File: config.mk
export PLATFORM = sky130hd
export DESIGN_NAME = audio_frame_monitor
export DESIGN_NICKNAME = d
export VERILOG_FILES = /design/src/rtl/audio_dsp_pkg.sv /design/src/rtl/sync_fifo.sv /design/src/rtl/audio_frame_monitor.sv
export SDC_FILE = /design/constraint.sdc
export NUM_CORES = 1
export LEC_CHECK = 0
export ABC_AREA = 1
export ABC_CLOCK_PERIOD_IN_PS = 7000
export CAP_MARGIN = 10
export CORE_MARGIN = 8
export CORE_UTILIZATION = 35
export CTS_CLUSTER_DIAMETER = 150
export DETAILED_ROUTE_END_ITERATION = 7
export SLEW_MARGIN = 40
export SYNTH_ARGS = -nofsm -noshare
export SYNTH_HDL_FRONTEND = slang
export SYNTH_SLANG_ARGS = --single-unit
export TNS_END_PERCENT = 5
File: constraint.sdc
create_clock -name clk -period 7 [get_ports clk]
set_clock_uncertainty 0.05 [all_clocks]
set_input_delay 1.4 -clock clk [delete_from_list [all_inputs] [get_ports clk]]
set_output_delay 1.4 -clock clk [all_outputs]
set_load 0.01 [all_outputs]
File: src/rtl/audio_dsp_pkg.sv
// Shared types and helpers for the audio DSP chain: sample/frequency widths,
// the per-frame record layout and saturating magnitude.
package audio_dsp_pkg;

  localparam int SAMPLE_W = 16;
  localparam int FREQ_W   = 16;
  localparam int FNUM_W   = 32;
  localparam int PEAK_W   = SAMPLE_W - 1;

  typedef struct packed {
    logic [FNUM_W-1:0] frame_num;
    logic [PEAK_W-1:0] peak;
    logic [FREQ_W-1:0] est_freq;
    logic [FREQ_W-1:0] target_freq;
  } frame_rec_t;

  // |x| with the most-negative code clamped to the largest positive magnitude.
  function automatic logic [PEAK_W-1:0] abs_sat(input logic signed [SAMPLE_W-1:0] x);
    if (!x[SAMPLE_W-1]) return PEAK_W'(x);
    if (x[PEAK_W-1:0] == '0) return '1;
    return PEAK_W'(~x + 1'b1);
  endfunction

endpackage

File: src/rtl/sync_fifo.sv
// Show-ahead synchronous FIFO with occupancy count; a push while full is
// accepted only if a pop happens in the same cycle.
module sync_fifo #(
  parameter int WIDTH = 8,
  parameter int DEPTH = 8
) (
  input  logic                     clk,
  input  logic                     rst,
  input  logic                     push_i,
  input  logic [WIDTH-1:0]         push_data_i,
  input  logic                     pop_i,
  output logic                     valid_o,
  output logic                     full_o,
  output logic [WIDTH-1:0]         head_o,
  output logic [$clog2(DEPTH):0]   count_o
);

  localparam int AW = $clog2(DEPTH);

  logic [WIDTH-1:0] mem [DEPTH];
  logic [AW-1:0]    wr_q, wr_d, rd_q, rd_d;
  logic [AW:0]      count_q, count_d;
  logic             push_ok, pop_ok;

  always_comb begin
    // NOTE: every always_comb output gets a default first so no path infers a latch.
    wr_d    = wr_q;
    rd_d    = rd_q;
    count_d = count_q;
    pop_ok  = pop_i && (count_q != '0);
    push_ok = push_i && ((count_q != (AW+1)'(DEPTH)) || pop_ok);
    if (push_ok) wr_d = wr_q + 1'b1;
    if (pop_ok)  rd_d = rd_q + 1'b1;
    unique case ({push_ok, pop_ok})
      2'b10:   count_d = count_q + 1'b1;
      2'b01:   count_d = count_q - 1'b1;
      default: count_d = count_q;
    endcase
  end

  // NOTE: sequential state uses non-blocking assignments so all registers update together.
  always_ff @(posedge clk or posedge rst) begin
    if (rst) begin
      wr_q    <= '0;
      rd_q    <= '0;
      count_q <= '0;
    end else begin
      wr_q    <= wr_d;
      rd_q    <= rd_d;
      count_q <= count_d;
    end
  end

  // NOTE: storage is not reset; the head is masked while empty instead.
  always_ff @(posedge clk) begin
    if (push_ok) mem[wr_q] <= push_data_i;
  end

  assign valid_o = (count_q != '0);
  assign full_o  = (count_q == (AW+1)'(DEPTH));
  assign head_o  = valid_o ? mem[rd_q] : '0;
  assign count_o = count_q;

endmodule

File: src/rtl/audio_frame_monitor.sv
// Splits the processed sample stream into fixed-size frames and queues one
// {frame number, peak |sample|, frequency snapshot} record per frame for the host.
module audio_frame_monitor
  import audio_dsp_pkg::*;
#(
  parameter int FRAME_SIZE = 1000,
  parameter int FIFO_DEPTH = 8,
  parameter int DROP_W     = 16
) (
  input  logic                          clk,
  input  logic                          rst,
  input  logic                          enable,
  input  logic                          in_valid,
  input  logic signed [SAMPLE_W-1:0]    in_sample,
  input  logic        [FREQ_W-1:0]      est_freq,
  input  logic        [FREQ_W-1:0]      target_freq,
  output logic                          rec_valid,
  input  logic                          rec_ready,
  output logic        [FNUM_W-1:0]      rec_frame_num,
  output logic        [SAMPLE_W-2:0]    rec_peak,
  output logic        [FREQ_W-1:0]      rec_est_freq,
  output logic        [FREQ_W-1:0]      rec_target_freq,
  output logic [$clog2(FIFO_DEPTH):0]   fifo_level,
  output logic        [DROP_W-1:0]      dropped
);

  localparam int CNT_W = $clog2(FRAME_SIZE);
  localparam logic [CNT_W-1:0] LAST = CNT_W'(FRAME_SIZE - 1);

  logic [CNT_W-1:0]  count_q, count_d;
  logic [PEAK_W-1:0] peak_q, peak_d, peak_upd, mag;
  logic [FNUM_W-1:0] fnum_q, fnum_d;
  logic [DROP_W-1:0] drop_q, drop_d;
  logic              accept, closing, fifo_full, pop;
  frame_rec_t        rec_d, head;

  always_comb begin
    count_d  = count_q;
    peak_d   = peak_q;
    fnum_d   = fnum_q;
    drop_d   = drop_q;
    mag      = abs_sat(in_sample);
    accept   = enable && in_valid;
    closing  = accept && (count_q == LAST);
    // The first sample of a frame overrides whatever the previous frame left behind.
    peak_upd = ((count_q == '0) || (mag > peak_q)) ? mag : peak_q;
    if (accept) begin
      count_d = closing ? '0 : count_q + 1'b1;
      peak_d  = peak_upd;
    end
    if (closing) fnum_d = fnum_q + 1'b1;
    if (closing && fifo_full && !pop && (drop_q != '1)) drop_d = drop_q + 1'b1;
    rec_d = '{frame_num: fnum_q, peak: peak_upd, est_freq: est_freq, target_freq: target_freq};
  end

  always_ff @(posedge clk or posedge rst) begin
    if (rst) begin
      count_q <= '0;
      peak_q  <= '0;
      fnum_q  <= '0;
      drop_q  <= '0;
    end else begin
      count_q <= count_d;
      peak_q  <= peak_d;
      fnum_q  <= fnum_d;
      drop_q  <= drop_d;
    end
  end

  assign pop = rec_valid && rec_ready;

  sync_fifo #(
    .WIDTH ($bits(frame_rec_t)),
    .DEPTH (FIFO_DEPTH)
  ) u_rec_fifo (
    .clk         (clk),
    .rst         (rst),
    .push_i      (closing),
    .push_data_i (rec_d),
    .pop_i       (rec_ready),
    .valid_o     (rec_valid),
    .full_o      (fifo_full),
    .head_o      (head),
    .count_o     (fifo_level)
  );

  assign rec_frame_num   = head.frame_num;
  assign rec_peak        = head.peak;
  assign rec_est_freq    = head.est_freq;
  assign rec_target_freq = head.target_freq;
  assign dropped         = drop_q;

endmodule
# Word level (Yosys, flattened, before mapping)
# Memory sizes are Yosys's and may differ from the RTL's.
# Cells that the tools add are included.
# W data, S select, Z words.
# classes
n_addsub	8
magnitude_cmp	1
eq_ne	6
n_mux	12
bitwise_logic	1
n_reduce_logical	14
# op_table
operator	count
$mux W79	1
$mux W15	5
$add A32 B1 Y32 const B	1
$add A16 B1 Y16 const B	1
$ne A16 B16 Y1 const B	1
$add A15 B1 Y15 const B	1
$gt A15 B15 Y1	1
$logic_not A15 Y1	1
$not A15 Y15	1
$add A10 B1 Y10 const B	1
$eq A10 B10 Y1 const B	1
$logic_not A10 Y1	1
$mux W10	1
$pmux W4 S2	1
$logic_and A1 B1 Y1	7
$add A3 B1 Y3 const B	2
$add A4 B1 Y4 const B	1
$eq A4 B4 Y1 const B	1
$mux W1	4
$ne A4 B4 Y1 const B	1
$reduce_bool A4 Y1	1
$sub A4 B1 Y4 const B	1
$eq A2 B1 Y1 const B	1
$eq A2 B2 Y1 const B	1
other kinds (3)	4
# word_totals
register_bits	83
ram_bits	632
inputBits	53
output_inout_bits	100
memories	1
# memory_table
name	depth	width	rd	rd_clocked_by_memory_dff	wr	line	source
u_rec_fifo.mem	8	79	1	0	1	sync_fifo.sv:20	logic [WIDTH-1:0] mem [DEPTH];

# Logic depth before layout (Yosys ltp)
# Gate-level depths: netlist of run 1.
# logic_depth
depth_word	8
depth_mapped	24

# By module
# A second synthesis of run 1 with hierarchy kept.
# unflattened
hier_cells	2771
area_unflattened_um2	30629.4
# modules_own_cells
mod	instances	cells_per_inst	area_each_um2	seq_area_each_um2
sync_fifo	1	2029	25446.9	19228.4
audio_frame_monitor	1	742	5182.5	1826.8

# Least setup slack after synthesis of run 1
# No wires, ideal clock.
# synth_path
path_type	in2reg
from	input enable
to	memory u_rec_fifo.mem[4][0] in the netlist's numbering (enable)
setup_ns	0.614
arrival_ns	7.650
setup_slack_ns	-1.313
path_stages	7
path_buffers	0
path_cell_list	nand2_2 > nor2_2 > nand3_4 > inv_2 > nand2_1 > or2_1 > nor3_1
# synth_between
elab_chain_len	5
# synth_lines
element	line	source
start, declared	audio_frame_monitor.sv:12	input logic enable,
$logic_and A1 B1 Y1	audio_frame_monitor.sv:43	accept = enable && in_valid;
$logic_and A1 B1 Y1	audio_frame_monitor.sv:44	closing = accept && (count_q == LAST);
$logic_and A1 B1 Y1	sync_fifo.sv:31	push_ok = push_i && ((count_q != (AW+1)'(DEPTH)) || pop_ok);
$mux W1	sync_fifo.sv:56	if (push_ok) mem[wr_q] <= push_data_i;
$mux W1 (implied by the code)	sync_fifo.sv:56	
end, declared	sync_fifo.sv:20	
# No other way between the ends.

# Worst setup path in the final report of run 1
# layout_path
from	register u_rec_fifo.rd_q[1]
to	output rec_peak[14]
# layout_between
elab_chain_len	2
# layout_lines
element	line	source
start, declared	sync_fifo.sv:21	logic [AW-1:0] wr_q, wr_d, rd_q, rd_d;
start signal, assigned	sync_fifo.sv:49	rd_q <= rd_d;
$mem_v2 Z8 W79	--	
$mux W79	sync_fifo.sv:61	assign head_o = valid_o ? mem[rd_q] : '0;
end, declared	audio_frame_monitor.sv:20	output logic [SAMPLE_W-2:0] rec_peak,
# No other way between the ends.

==> flow_summary.ini, run 1 <==
[global_route]
grt_max_degree = 175
grt-ovfl-total = 0
grt_pass1_wl_microns = 113400
antenna_found_initial = 1
grt_pass1_vias = 18700
grt_usage = 0.1538

[routing]
wirelength_microns = 74270
viasPerCell = 5.003
drc_errors = 0
vias = 19360
first_pass_iters = 5
routedWlPerCell_microns = 19.19
first_iter_violations = 1560
postRouteAntennaNets = 0

[cts]
holdBufCountCts = 0
cts-root-buf = clkbuf_16
ctsResizeCount = 0
cts_setup_buffers = 0
clk_latency_ns = 0.61
htreeDepth = 3
numCtsBuffers = 77
clock_path_buffers = 3
cts_tree = done
clkSlewWorstSetupHoldPaths_ns = 0.06
cts_sinks = 715

[yosys]
synthTopCellsByArea = edfxtp_1 (64%), dfrtp_1 (7.0%), nor2_1 (6.8%), o21ai_0 (6.7%), nand2_1 (2.6%)
synth_top_cell_by_area = edfxtp_1
synth_area_per_cell_sq_um = 11.70
synth_seq_area_share = 0.7081
netlist_instances = 2541
synth.distinct_cells = 37
ys_warn_count = 0
synth_area_sq_um = 29730
synth-seq-cells = 715
synth_top_area_frac = 0.6383
synthesis.nets = 2620

[finish]
design_area_sq_um = 35090
syn2layout_area_growth_pct = 18.02
nets = 2742
instances_no_fill = 3870
drive_gt1_frac = 0.06642

[critical_path]
crit_buf_inv = 3
required_ns = 5.55
crit_arrival_ns = 4.00
reg2reg_from = count_q[0]$_DFFE_PP0P_
critical-path-top-delay-family = buffers and inverters
r2r_cells = 9
reg2reg_slack_ns = 3.91
cp_common_cell = o21ai_0
crit_path_end_kind = output pin
crit_path_start_kind = register
crit_slowest_cell = dfrtp_4
crit_chain = inv_6 -> buf_12 -> o21ai_0 -> o22ai_1 -> o21ai_0 -> a31oi_1 -> clkdlybuf4s50_1
crit_fanout = 82
r2r-end = u_rec_fifo.mem[2][18]$_DFFE_PP_
slowest_delay_ns = 0.72
crit_type = register to output pin

[timing]
fin_crit_sh = 0.7787
fmax_mhz = 183.5
finalCriticalPeriod_ns = 5.451
rsz0062_at_grt = false
tns_ns = 0
setup_violations = 0
report.final.slew_viol_count = 0
finalHoldViolCount = 0
slew_headroom = 0.4796
worst_slew_pin_slew_ns = 0.7770

[power]
switchingPower_uw = 4825
power_density_nw_per_um2 = 396.7
swShare = 0.3466
ir_drop_uv = 449.4
intPower_uw = 9094
comb_power_share = 0.352
seqPwrFrac = 0.359
leakagePower_uw = 0.01258
clkPwrFrac = 0.289

[placed_design]
placed_cells = 3728
place_hpwl_microns = 40450
port_buffers = 152
dpl_cell_area_sq_um = 32570
gp_congestion = 0.8048

[floorplanning]
core-area_sq_um = 84750
die_w_microns = 307.5
start_util = 0.3509
io_pins = 153
dieArea_sq_um = 94530
die_h_microns = 307.5
num_rows = 107

[hold_path]
min_path_type = register to register
holdPathEnd = peak_q[14]$_DFFE_PP0P_
min_path_cells = 2
worstHoldStart = peak_q[14]$_DFFE_PP0P_

[flow_run]
drv_cap = 0

[status]
status = complete, no violations
[logic make-up (layout without fill, tap and decap cells)]
group	after synthesis	in the layout	share of synthesized area
and+or+nand+nor	904	904	0.1255
xor gates and xnor gates	51	51	0.01502
DFF	715	715	0.7081
AOI/OAI and AO/OA	589	589	0.1059
adders and majority gates	26	26	0.01119
buffers and inverters	256	440	0.03430
other	0	1	0
[state kept, by name, summed over array words and instances, names as in the netlist]
signal and flops:
u_rec_fifo.rd_q 3, peak_q 15, count_q 10, u_rec_fifo.mem 632, u_rec_fifo.count_o 4, u_rec_fifo.wr_q 3, dropped 16, fnum_q 32
[layout make-up]
class                   instances  area [sq um]
well taps                    1144          1431
multi-input cells            1570          7711
repair buffers                183          1906
fillers                      7776         49650
diodes                          1         2.502
clock buffers                  97          2086
flip-flops and latches        715         21060
inverters                     116         460.4
clock inverters                44         432.9
[worst max path at each step]
stage,start,end,slack (ns),cells past startpoint
global route,u_rec_fifo.rd_q[1]$_DFFE_PP0P_,rec_peak[13],1.33,7
detailed placement,in_sample[0],u_rec_fifo.mem[1][33]$_DFFE_PP_,1.87,21
finish,u_rec_fifo.rd_q[1]$_DFFE_PP0P_,rec_peak[14],1.55,7
floorplan,enable,u_rec_fifo.mem[4][0]$_DFFE_PP_,-1.31,7
CTS,u_rec_fifo.rd_q[1]$_DFFE_PP0P_,rec_peak[13],1.40,7
global placement,in_sample[0],u_rec_fifo.mem[6][33]$_DFFE_PP_,1.92,22
[layout by cell type (no fill, tap or decap), drive strengths merged, types with 15 or more instances in the layout]
master         synthesis  routed
nand3                 79      79
o21ai                415     415
nand2                212     212
buf                   48      31
clkbuf                92      97
nor2                 550     550
clkdlybuf4s50          0     152
inv                  116     122
xor2                  32      32
a31oi                 79      79
clkinv                 0      30
o22ai                 79      79
a21oi                 15      15
xnor2                 19      19
ha                    25      25
dfrtp                 83      83
and2                  15      15
nor3                  22      22
edfxtp               632     632
[synthesized netlist by cell type]
cell,count
nor4_1,4
xor2_1,32
fa_1,1
nor3_1,20
or2_2,1
ha_1,25
o21ai_0,396
nor2_4,3
or3_1,1
a31oi_1,79
nand3b_1,5
nand3_2,1
xnor2_1,19
nand2_1,205
nand2_2,5
inv_1,113
o21ai_1,19
clkbuf_1,92
buf_1,10
buf_2,35
dfrtp_1,83
a21oi_1,15
inv_2,3
nand2_4,2
and2_1,15
or2_1,1
nor2_2,5
nor2_1,542
nor3_4,2
a21boi_1,1
buf_6,1
nand4_1,14
buf_4,2
nand3_4,1
nand3_1,77
o22ai_1,79
edfxtp_1,632
[power groups by stage]
stage,registers [uW],clock network [uW],logic [uW]
2_1_floorplan,5000,0,2880
3_3_place_gp,5070,0,4940
3_5_place_dp,5080,0,5000
4_1_cts,4990,4110,5020
5_1_grt,5010,4270,5460
6_report,4990,4020,4910
[metal layers]
| layer | vias to the layer above | global-route usage | part of all wire |
|---|---|---|---|
| met2 | 492 | 0.2513 | 0.47 |
| met5 | - | 0 | 0 |
| li1 | 9286 | - | - |
| met4 | 0 | 0.04022 | 0.016 |
| met1 | 9498 | 0.2130 | 0.45 |
| met3 | 84 | 0.02549 | 0.060 |
[stage by stage]
stage | setup slack [ns] | hold WS (ns) | utilization | total power (uW)
floorplan | -1.313 | 0.3991 | - | 7883
global placement | 1.925 | 0.4121 | 0.3835 | 10010
detailed placement | 1.866 | 0.4151 | 0.3843 | 10080
CTS | 1.397 | 0.4312 | 0.4140 | 14120
global route | 1.332 | 0.4491 | 0.4141 | 14740
finish | 1.549 | 0.4287 | 0.4141 | 13920
[worst reg2reg max path: cells and delay by family (launching register included)]
family / cells / cell delay, ns
buf+inv: 3 / 0.88
flops: 1 / 0.39
fa+ha+maj: 1 / 0.16
simple gates: 5 / 1.17
(Power assumes the default switching activity.)
==> run 2, diff against run 1 <==
--- a/config.mk
+++ b/config.mk
@@ -6,7 +6,7 @@
 export NUM_CORES = 1
 export LEC_CHECK = 0
 export ABC_AREA = 1
-export ABC_CLOCK_PERIOD_IN_PS = 7000
+export ABC_CLOCK_PERIOD_IN_PS = 5400
 export CAP_MARGIN = 10
 export CORE_MARGIN = 8
 export CORE_UTILIZATION = 35
==> constraint.sdc (replaced) <==
create_clock -name clk -period 5.4 [get_ports clk]
set_clock_uncertainty 0.05 [all_clocks]
set_input_delay 1.08 -clock clk [delete_from_list [all_inputs] [get_ports clk]]
set_output_delay 1.08 -clock clk [all_outputs]
set_load 0.01 [all_outputs]
==> run 2 against run 1 <==
  * Total power up 29%
  * Largest cell class unchanged
  * Register-to-register slack worse by 1.5 ns
  * Global-route usage is 0.22 points higher
  * Sequential power is 30% higher
  * Utilization up 0.083 points
  * Critical endpoint is now rec_est_freq[12]
  * Design area up 0.20%
==> flow_summary.ini, run 2 (synthesis gave the netlist of run 1 again) <==
[status]
status = complete, no violations

[cts]
ctsResizeCount = 0
htreeDepth = 3
clk_latency_ns = 0.61
cts-root-buf = clkbuf_16
numCtsBuffers = 76
clkSlewWorstSetupHoldPaths_ns = 0.06
holdBufCountCts = 0
clock_path_buffers = 3
cts_tree = done
cts_setup_buffers = 0
cts_sinks = 715

[critical_path]
crit_arrival_ns = 3.54
crit_path_end_kind = output pin
required_ns = 4.27
crit_fanout = 106
crit_type = register to output pin
crit_path_start_kind = register

[finish]
design_area_sq_um = 35160
ff_latch_area_sq_um = 21060
final_cell_mix = edfxtp_1 (632), nor2_1 (542), o21ai_0 (396)
final_common_cell = edfxtp_1
largest_reg_flops = 632
nets = 2747
top_register = u_rec_fifo.mem
drive_gt1_frac = 0.06674
antenna_cells = 0
multiInputGateArea_sq_um = 7761
n_fill_cell = 7781
syn2layout_area_growth_pct = 18.26

[floorplanning]
start_util = 0.3509
dieArea_sq_um = 94530
num_rows = 107
die_h_microns = 307.5
io_pins = 153
core-area_sq_um = 84750
die_w_microns = 307.5

[timing]
rsz0062_at_grt = false
worst_slew_pin_slew_ns = 0.8218
slew_headroom = 0.4522
tns_ns = 0
finalHoldViolCount = 0
setup_violations = 0
fin_crit_sh = 0.8640
whs_ns = 0.4276
fmax_mhz = 214.3
finalCriticalPeriod_ns = 4.666
worst_slack_ns = 0.7345
report.final.slew_viol_count = 0

[power]
power_density_nw_per_um2 = 512.3
leakagePower_uw = 0.01260
ir_drop_uv = 265.8

[global_route]
grt_max_degree = 107
grt-ovfl-total = 0
antenna_found_initial = 0
grt_pass1_wl_microns = 115700
grt_usage = 0.1561
grt_pass1_vias = 19820

[routing]
first_iter_violations = 1442
vias = 19850
routedWlPerCell_microns = 19.56
wirelength_microns = 75730
drc_errors = 0
viasPerCell = 5.129
postRouteAntennaNets = 0
first_pass_iters = 8

[placed_design]
dpl_cell_area_sq_um = 32710
port_buffers = 152
pre_cts_ws_ns = 0.4761
place_hpwl_microns = 40870
gp_congestion = 0.8358

[flow_run]
drv_cap = 0

[hold_path]
min_path_type = register to register
==> run 2: changes by cell type in the layout (fill, tap and decap cells not counted), moves of 4 or more <==
cell and delta:
nor3_2 -8, nor3_4 +8, buf_12 +7, inv_6 -6, buf_4 +5, buf_6 -5, clkbuf_8 +5, clkinv_4 -4
==> run 2: stage by stage <==
| step | utilization | std cells | total power (uW) |
|---|---|---|---|
| 3_5_place_dp | 0.3860 | 3734 | 13120 |
| 6_report | 0.4149 | 3871 | 18010 |
| 4_1_cts | 0.4149 | 3871 | 18250 |
| 2_1_floorplan | - | 2541 | 10220 |
| 5_1_grt | 0.4149 | 3871 | 19070 |
| 3_3_place_gp | 0.3859 | 3734 | 12980 |
==> run 2: final cells by class <==
type                       instances  share of cell area
inverter                         116             0.01288
clock buffer                     100             0.06046
multi-input combinational       1570              0.2207
timing repair buffer             189             0.05686
tap                             1144             0.04071
clock inverter                    37            0.009358
sequential                       715              0.5990
==> run 2: power by group <==
part           leakage, uW  internal [uW]  switching, uW  total, uW
Combinational      0.00435           2470           3970       6440
Sequential         0.00705           6300            177       6480
Clock              0.00120           3010           2080       5090
==> run 2: worst paths after layout <==
kind,start,endpoint,slack (ns),cells after the start
min reg2reg,peak_q[2]$_DFFE_PP0P_,peak_q[2]$_DFFE_PP0P_,0.43,2
max in group asynchronous,rst,fnum_q[30]$_DFFE_PP0P_,3.56,3
min,peak_q[2]$_DFFE_PP0P_,peak_q[2]$_DFFE_PP0P_,0.43,2
max reg2reg,u_rec_fifo.count_o[0]$_DFFE_PP0P_,u_rec_fifo.count_o[3]$_DFFE_PP0P_,2.40,11
min in group asynchronous,rst,u_rec_fifo.count_o[0]$_DFFE_PP0P_,0.83,2
max,u_rec_fifo.rd_q[0]$_DFFE_PP0P_,rec_est_freq[12],0.73,7
==> run 2: critical path, stage by stage, from the launching register on <==
cell,delay [ns]
dfrtp_4,0.72
inv_8,0.34
buf_12,0.41
o21ai_0,0.14
o22ai_1,0.13
o21ai_0,0.09
a31oi_1,0.39
clkdlybuf4s50_1,0.63
==> run 2: routing by layer <==
layer,up-vias,track usage,share of wire
li1,9293,-,-
met1,9867,0.2037,0.44
met2,578,0.2621,0.48
met3,115,0.02845,0.061
met4,0,0.05159,0.025
met5,-,0,0
